<file path="config.mk">
export PLATFORM = sky130hd
export DESIGN_NAME = muldiv_sequencer_flat
export DESIGN_NICKNAME = d
export VERILOG_FILES = /design/src/rtl/muldiv_sequencer_if.sv /design/src/rtl/muldiv_sequencer.sv /design/src/flat_wrapper.sv
export SDC_FILE = /design/constraint.sdc
export NUM_CORES = 1
export LEC_CHECK = 0
export ABC_CLOCK_PERIOD_IN_PS = 5500
export CORE_ASPECT_RATIO = 0.75
export CORE_MARGIN = 3
export CORE_UTILIZATION = 51
export CTS_BUF_LIST = sky130_fd_sc_hd__clkbuf_16
export CTS_CLUSTER_SIZE = 30
export DETAILED_ROUTE_END_ITERATION = 12
export PLACE_DENSITY_LB_ADDON = 0.25
export RECOVER_POWER = 100
export SLEW_MARGIN = 20
export SYNTH_ARGS = -nofsm -noshare
export SYNTH_HDL_FRONTEND = slang
export SYNTH_SLANG_ARGS = --single-unit
</file>
<file path="constraint.sdc">
create_clock -name clk -period 5.5 [get_ports clk]
set_input_delay 1.375 -clock clk [delete_from_list [all_inputs] [get_ports clk]]
set_output_delay 1.375 -clock clk [all_outputs]
set_load 0.005 [all_outputs]
</file>
<file path="src/rtl/muldiv_sequencer_if.sv">
// Request/response bundle between the EX stage and the multi-cycle M-extension unit.
// The master side issues the op; the slave side is the sequencer itself.
interface muldiv_sequencer_if #(
  parameter int unsigned XLEN = 32
);
  logic            i_valid;
  logic [2:0]      i_funct3;
  logic [XLEN-1:0] i_rs1;
  logic [XLEN-1:0] i_rs2;
  logic            i_flush;
  logic            o_ready;
  logic            o_valid;
  logic [XLEN-1:0] o_result;

  modport master (
    output i_valid, i_funct3, i_rs1, i_rs2, i_flush,
    input  o_ready, o_valid, o_result
  );

  modport slave (
    input  i_valid, i_funct3, i_rs1, i_rs2, i_flush,
    output o_ready, o_valid, o_result
  );
endinterface

</file>
<file path="src/rtl/muldiv_sequencer.sv">
// RV32M execute unit: radix-2 shift-add multiply / restoring divide over XLEN cycles.
// o_ready doubles as the pipeline stall for M ops; o_valid is a one-cycle result strobe.
module muldiv_sequencer #(
  parameter int unsigned XLEN = 32
) (
  input  logic                clk,
  input  logic                rst,
  muldiv_sequencer_if.slave   bus
);

  localparam int unsigned CW = (XLEN > 1) ? $clog2(XLEN) : 1;

  typedef enum logic [1:0] {
    ST_IDLE,
    ST_RUN,
    ST_DONE
  } state_t;

  state_t          r_state;
  logic [2:0]      r_op;
  logic            r_sign;
  logic [CW-1:0]   r_cnt;
  logic [XLEN-1:0] r_hi;
  logic [XLEN-1:0] r_lo;
  logic [XLEN-1:0] r_md;
  logic            r_ready;
  logic            r_valid;
  logic [XLEN-1:0] r_result;

  // Accept-time decode
  logic            w_accept;
  logic            w_is_div;
  logic            w_a_signed;
  logic            w_b_signed;
  logic            w_sa;
  logic            w_sb;
  logic [XLEN-1:0] w_mag_a;
  logic [XLEN-1:0] w_mag_b;
  logic            w_sign_in;
  logic            w_div0;
  logic            w_ovf;
  logic            w_special;
  logic [XLEN-1:0] w_special_res;

  // Iteration step
  logic [XLEN:0]   w_sum;
  logic [XLEN:0]   w_mhi;
  logic [XLEN:0]   w_sh;
  logic [XLEN:0]   w_trial;
  logic [XLEN-1:0] w_hi_n;
  logic [XLEN-1:0] w_lo_n;

  // Final result formation
  logic [2*XLEN-1:0] w_prod;
  logic [2*XLEN-1:0] w_prod_fix;
  logic [XLEN-1:0]   w_quot_fix;
  logic [XLEN-1:0]   w_rem_fix;
  logic [XLEN-1:0]   w_final;

  always_comb begin
    w_accept   = bus.i_valid & r_ready & ~bus.i_flush;
    w_is_div   = bus.i_funct3[2];
    // MULHU/DIVU/REMU are fully unsigned; MULHSU keeps rs1 signed only.
    w_a_signed = w_is_div ? ~bus.i_funct3[0] : (bus.i_funct3[1:0] != 2'b11);
    w_b_signed = w_is_div ? ~bus.i_funct3[0] : ~bus.i_funct3[1];
    w_sa       = w_a_signed & bus.i_rs1[XLEN-1];
    w_sb       = w_b_signed & bus.i_rs2[XLEN-1];
    w_mag_a    = w_sa ? -bus.i_rs1 : bus.i_rs1;
    w_mag_b    = w_sb ? -bus.i_rs2 : bus.i_rs2;
    w_sign_in  = (w_is_div & bus.i_funct3[1]) ? w_sa : (w_sa ^ w_sb);

    w_div0     = w_is_div & (bus.i_rs2 == '0);
    w_ovf      = w_is_div & ~bus.i_funct3[0]
               & (bus.i_rs1 == {1'b1, {(XLEN-1){1'b0}}})
               & (bus.i_rs2 == '1);
    w_special  = w_div0 | w_ovf;

    w_special_res = '0;
    if (w_div0) begin
      w_special_res = bus.i_funct3[1] ? bus.i_rs1 : '1;
    end else if (w_ovf) begin
      w_special_res = bus.i_funct3[1] ? '0 : bus.i_rs1;
    end
  end

  always_comb begin
    // Multiply: r_lo holds the remaining multiplier bits, r_hi the upper accumulator.
    w_sum = {1'b0, r_hi} + {1'b0, r_md};
    w_mhi = r_lo[0] ? w_sum : {1'b0, r_hi};

    // Divide: r_hi is the partial remainder, r_lo shifts dividend out / quotient in.
    w_sh    = {r_hi, r_lo[XLEN-1]};
    w_trial = w_sh - {1'b0, r_md};

    if (r_op[2]) begin
      w_hi_n = w_trial[XLEN] ? w_sh[XLEN-1:0] : w_trial[XLEN-1:0];
      w_lo_n = {r_lo[XLEN-2:0], ~w_trial[XLEN]};
    end else begin
      w_hi_n = w_mhi[XLEN:1];
      w_lo_n = {w_mhi[0], r_lo[XLEN-1:1]};
    end
  end

  always_comb begin
    w_prod     = {w_hi_n, w_lo_n};
    w_prod_fix = r_sign ? -w_prod : w_prod;
    w_quot_fix = r_sign ? -w_lo_n : w_lo_n;
    w_rem_fix  = r_sign ? -w_hi_n : w_hi_n;

    if (r_op == 3'b000) begin
      w_final = w_prod_fix[XLEN-1:0];
    end else if (!r_op[2]) begin
      w_final = w_prod_fix[2*XLEN-1:XLEN];
    end else if (!r_op[1]) begin
      w_final = w_quot_fix;
    end else begin
      w_final = w_rem_fix;
    end
  end

  always_ff @(posedge clk or posedge rst) begin
    if (rst) begin
      r_state  <= ST_IDLE;
      r_op     <= '0;
      r_sign   <= 1'b0;
      r_cnt    <= '0;
      r_hi     <= '0;
      r_lo     <= '0;
      r_md     <= '0;
      r_ready  <= 1'b1;
      r_valid  <= 1'b0;
      r_result <= '0;
    end else begin
      r_valid <= 1'b0;
      case (r_state)
        ST_IDLE: begin
          if (w_accept) begin
            r_op    <= bus.i_funct3;
            r_sign  <= w_sign_in;
            r_cnt   <= '0;
            r_hi    <= '0;
            r_ready <= 1'b0;
            if (w_is_div) begin
              r_lo <= w_mag_a;
              r_md <= w_mag_b;
            end else begin
              r_lo <= w_mag_b;
              r_md <= w_mag_a;
            end
            if (w_special) begin
              r_result <= w_special_res;
              r_valid  <= 1'b1;
              r_state  <= ST_DONE;
            end else begin
              r_state <= ST_RUN;
            end
          end
        end

        ST_RUN: begin
          if (bus.i_flush) begin
            r_state <= ST_IDLE;
            r_ready <= 1'b1;
          end else begin
            r_hi  <= w_hi_n;
            r_lo  <= w_lo_n;
            r_cnt <= r_cnt + 1'b1;
            // The result register captures the last iteration's outcome directly.
            if (r_cnt == CW'(XLEN - 1)) begin
              r_result <= w_final;
              r_valid  <= 1'b1;
              r_state  <= ST_DONE;
            end
          end
        end

        ST_DONE: begin
          r_state <= ST_IDLE;
          r_ready <= 1'b1;
        end

        default: begin
          r_state <= ST_IDLE;
          r_ready <= 1'b1;
        end
      endcase
    end
  end

  assign bus.o_ready  = r_ready;
  // A flush arriving in the result cycle suppresses the strobe in that same cycle.
  assign bus.o_valid  = r_valid & ~bus.i_flush;
  assign bus.o_result = r_result;

endmodule
</file>
<file path="src/flat_wrapper.sv">
// flat-port wrapper written by rule: the top's interface ports become plain ports
module muldiv_sequencer_flat 
#(
  parameter int unsigned XLEN = 32
)
  (clk, rst, bus_i_valid, bus_i_funct3, bus_i_rs1, bus_i_rs2, bus_i_flush, bus_o_ready, bus_o_valid, bus_o_result);
  muldiv_sequencer_if #(.XLEN(XLEN)) bus_i ();
  input  logic clk;
  input  logic rst;
  input wire logic [$bits(bus_i.i_valid)-1:0] bus_i_valid;
  input wire logic [$bits(bus_i.i_funct3)-1:0] bus_i_funct3;
  input wire logic [$bits(bus_i.i_rs1)-1:0] bus_i_rs1;
  input wire logic [$bits(bus_i.i_rs2)-1:0] bus_i_rs2;
  input wire logic [$bits(bus_i.i_flush)-1:0] bus_i_flush;
  output wire logic [$bits(bus_i.o_ready)-1:0] bus_o_ready;
  output wire logic [$bits(bus_i.o_valid)-1:0] bus_o_valid;
  output wire logic [$bits(bus_i.o_result)-1:0] bus_o_result;
  assign bus_i.i_valid = bus_i_valid;
  assign bus_i.i_funct3 = bus_i_funct3;
  assign bus_i.i_rs1 = bus_i_rs1;
  assign bus_i.i_rs2 = bus_i_rs2;
  assign bus_i.i_flush = bus_i_flush;
  assign bus_o_ready = bus_i.o_ready;
  assign bus_o_valid = bus_i.o_valid;
  assign bus_o_result = bus_i.o_result;
  muldiv_sequencer #(.XLEN(XLEN)) u_core (.clk(clk), .rst(rst), .bus(bus_i));
endmodule
</file>
==> flow_results.org <==
** Status
- Result of the run :: finished, violations left
- The checks that failed: capacitance limit, slew limit.

** Setup path
- In this design, the largest share of critical-path delay is due to simple AND/OR/NAND/NOR gates.
- Crit start category :: input port
- Capturing element type of the critical path :: register
- At the worst endpoint, the required time is 5.91 ns.
- On the worst path, the slowest cell contributes a delay of approximately 0.63 ns.
- Critical path type :: in2reg
- Traced cell by cell, the critical path runs through dlygate4sd3_1 > or4_1 > nor4_1 > nand2b_1 > nor4_1 > nor4b_1 > clkbuf_1 > nor2b_2 > clkbuf_1 > nor2_1 > nor2_1 > o21ai_0 > nand2_1.
- Arrival time at the worst endpoint :: between 5 and 6 ns
- Peak fanout along the critical path :: 12
- Sum of buffers and inverters on the critical path :: 3
- The slowest stage of the critical path is the dlygate4sd3_1 cell.

** Logic synthesis
- After Yosys synthesis, full adders, half adders and majority gates account for 5.798% of the synthesized area.
- Counting every net in the synthesized netlist gives 2354.
- Mapped cell area :: 16010 sq um
- Yosys attributes the largest share of cell area to dfrtp_1 22%, nand2_1 6.6%, a21oi_1 6.3%.
- Yosys synthesis warning count :: 0
- In this run the biggest area consumer among cell types represents between 20% and 30% of the synthesized area.
- The synthesized design contains 0 enable-type register cells.
- dfrtp_1 takes more of the synthesized area than any other cell.
- Library cells used by synthesis :: 100
- Summing the areas of all xor and xnor instances in the mapped netlist gives slightly below 10% of the synthesized area.
- Share of synthesized area spent on multiplexers :: 4.556%
- Counting flops and latches in the post-synthesis netlist gives ~140.
- The commonest cells after synthesis are 281 x nand2_1, 231 x nor2_1, 201 x a21oi_1, 191 x o21ai_0, 140 x dfrtp_1.
- Summing the areas of all compound-gate instances in the mapped netlist gives 28.94% of the synthesized area.
- Largest family of logic cells by synthesized area :: compound AO/OA/AOI/OAI gates
- The most used flip-flop cell after synthesis is dfrtp_1.
- A synthesized cell averages 7.245 sq um.
- In the synthesized netlist the async set-or-reset flop fraction comes to 100.0%.
- After synthesis, flip-flops and latches occupy 22.04% of the total area.
- Synthesis handed over a netlist of 2210 instances.
- After Yosys synthesis, and, or, nand and nor cells account for between 20% and 30% of the synthesized area.
- In the post-synthesis netlist, the cell with the most instances is nand2_1.

** Timing
- The final-report max-slew violation count is ~170.
- RSZ-0062 raised after global routing :: true
- Largest clock skew in the final design :: 0.01594 ns
- Total Neg Setup Slack :: 0 ns
- Setup violations remaining at the end of the flow were counted as 0.
- Slew margin rel. :: -93.96%
- The worst path needs ~5.3 ns of the cycle, external delays included.
- Measured slew at the worst slew-check pin :: 2.909 ns
- Highest clock rate :: 0.1874 GHz
- Portion of the clock cycle consumed by the worst path in the final layout :: 97.01%
- Final hold vios :: 0

** Clock tree
- Clock sink count :: 141
- Buffers inserted during clock tree synthesis total 17.
- Buffers from clock root to sink, at most :: 2
- TritonCTS built the clock tree.
- In this run the clock root is driven by a clkbuf_16.
- CTS built an H-tree with a depth of 4.
- Clock-pin slew was measured on the worst setup and hold paths at 0.07 ns.
- After clock tree synthesis, the flow added hold-fix buffers numbering 0.
- Clock latency on the worst-skew pair, taken at its later pin, is approximately 0.47 ns.

** Final layout
- Number of filler cells placed in the layout :: about 2900
- In the final layout, the share of cells above drive strength 1 is 8.373%.
- Once layout is complete, the utilization of the core stands at 60.01%.
- The final layout contains 2424 nets.
- From synthesis to final layout, the design area changed by 14.52%.

** Floorplan
- Row generation in the floorplan step produced 55 rows.
- The die covers 33580 sq um.
- From bottom edge to top edge, the die measures 159.5 um.
- The region available for standard cell placement spans 30550 sq um.
- 105 I/O pins were placed.
- Initial Utilization :: 52.40%
- In this run the horizontal extent of the chip is 210.6 um.

** GRT
- Number of global-route vias before repair :: 16580
- For this run the aggregate overflow at the end of global routing stands at 0.
- Met3 Resource Use GR :: 15.72%
- The initial antenna violation count is 1.
- Wire length of the first global-routing pass :: 100.3 mm
- Met2 layer usage reported by global route :: 51.88%
- Met1 track demand over resource in global routing :: 55.68%
- Largest net degree at the start of global routing :: 89
- Global routing used 38.64% of the available tracks.
- GR peak layer :: met1

** Power and ir drop
- The internal power of the cells totals 0.004220 W.
- Per report_power, the combinational group accounts for between 60% and 70% of the total.
- The analysis attributes to net switching a power of 0.004845 W.
- Reported leakage power :: 7.772 nW
- Peak supply drop :: 0.2562 mV
- In this run switching power makes up 53.45% of total power.
- Of the total power, the clock network draws between 10 and 15%.
- Part of the total power dissipated in sequential elements :: 18.3%
- Power density over the cells :: 494.4 nW/um^2

** Routing
- Before antenna repair, the detailed router went through 6 iterations.
- Total detailed-routing wirelength :: 66.96 mm
- Via density :: 6.796
- Detail-routed net length per standard cell :: roughly 25 um
- Count of vias placed by the detailed router :: around 18000
- Number of violations reported at the end of detailed-routing iteration 0 :: 3032
- After detailed routing, the number of remaining DRC violations is 0.
- Once detail routing completed, the nets flagged for antenna violations numbered 0.

** Flow run
- Max-cap violation count :: 4

** Hold path
- Hold crit path type :: reg2reg

** Placed design
- Input and output buffers added on the ports amount to 104.
- At the end of routability-driven placement, the weighted congestion stood at 1.085.
- The wire-length estimate of the detail-placed layout is 52.10 mm.
## repair_timing
| action | 4_1_cts | 5_1_grt |
|---|---|---|
| setup buffers | 0 | 1 |
| endpoints found under the setup margin | 0 | 15 |
| gates resized for setup | 0 | 13 |
## registers in the layout (all words and copies together) (netlist names)
name                 count
u_core.r_hi             32
u_core.bus.o_ready       1
u_core.r_valid           1
u_core.r_op              3
u_core.r_cnt             5
u_core.r_lo             32
u_core.r_md             32
u_core.r_sign            1
u_core.bus.o_result     32
u_core.r_state           2
## power groups by stage
stage	clock network (W)	logic, W	registers, W
after floorplan	0	0.00413	0.00150
after global placement	0	0.00573	0.00164
after detailed placement	0	0.00579	0.00165
after CTS	0.00126	0.00583	0.00163
after global routing	0.00130	0.00653	0.00168
final	0.00126	0.00615	0.00166
## metal layers
layer | share of wire, % | wire [um]
met5 | 0 | 0
met2 | 39 | 26260
met3 | 15 | 10350
met4 | 3.8 | 2555
met1 | 42 | 27790
## worst min-delay path, cell delays in order (launching register included)
cell	delay (ns)
dfrtp_1	0.35
nand2_1	0.05
nand2_1	0.05
## cell type report
cell class,count,area [sq um],area share (%)
Multi-Input combinational cell,1854,11750,64.08
Tap cell,399,499.2,2.723
Sequential cell,141,3535,19.28
Antenna cell,1,2.502,0.01365
Clock inverter,15,183.9,1.003
Timing Repair Buffer,184,1628,8.878
Clock buffer,17,425.4,2.320
Inverter,82,312.8,1.706
## through the flow
| stage | hold slack, ns | worst slack (ns) | power, W | instances | cell area, sq um |
|---|---|---|---|---|---|
| after CTS | 0.4790 | 0.09151 | 0.008729 | 2691 | 18300 |
| after global placement | 0.4568 | 0.09431 | 0.007369 | 2659 | 17690 |
| final | 0.4743 | 0.1647 | 0.009065 | 2693 | 18340 |
| after floorplan | 0.4453 | 0.2610 | 0.005632 | 2210 | 16010 |
| after global routing | 0.5001 | -0.01146 | 0.009518 | 2692 | 18330 |
| after detailed placement | 0.4640 | 0.1202 | 0.007443 | 2659 | 17690 |
## cells by family (layout without fill, tap and decap cells)
| group | count (synthesis) | count (layout) |
|---|---|---|
| DFF | 141 | 141 |
| xor gates and xnor gates | 174 | 174 |
| other | 0 | 1 |
| muxes | 69 | 69 |
| adders and majority gates | 73 | 73 |
| and+or+nand+nor | 821 | 821 |
| AOI/OAI and AO/OA | 717 | 717 |
| buffers and inverters | 215 | 298 |
## path summary, 6_finish.rpt
check | slack [ns] | startpoint | depth (start not counted) | to
setup / recovery | 0.16 | bus_i_rs2[9] | 13 | u_core.bus.o_result[7]
hold / removal | 0.47 | u_core.bus.o_result[7] | 2 | u_core.bus.o_result[7]
setup reg to reg | 0.25 | u_core.r_md[0] | 24 | u_core.bus.o_result[4]
hold reg to reg | 0.47 | u_core.bus.o_result[7] | 2 | u_core.bus.o_result[7]
max in group asynchronous | 1.85 | rst | 3 | u_core.bus.o_result[21]
min in group asynchronous | 1.58 | rst | 2 | u_core.r_hi[6]
## cell usage in the layout (no fill, tap or decap), drive strengths merged, types with 19 or more instances in the layout
master,count
o21ai,210
nand4,32
nor3,66
a21oi,204
dlygate4sd3,40
buf,72
a21o,19
nor2,231
inv,82
xor2,72
clkdlybuf4s50,63
dfrtp,140
o21a,20
or3,20
ha,71
clkbuf,26
nand3,71
and3,19
mux2i,58
o211ai,39
nand2b,24
xnor2,102
nand2,281
o31ai,33
a31oi,33
(Power assumes the default switching activity.)
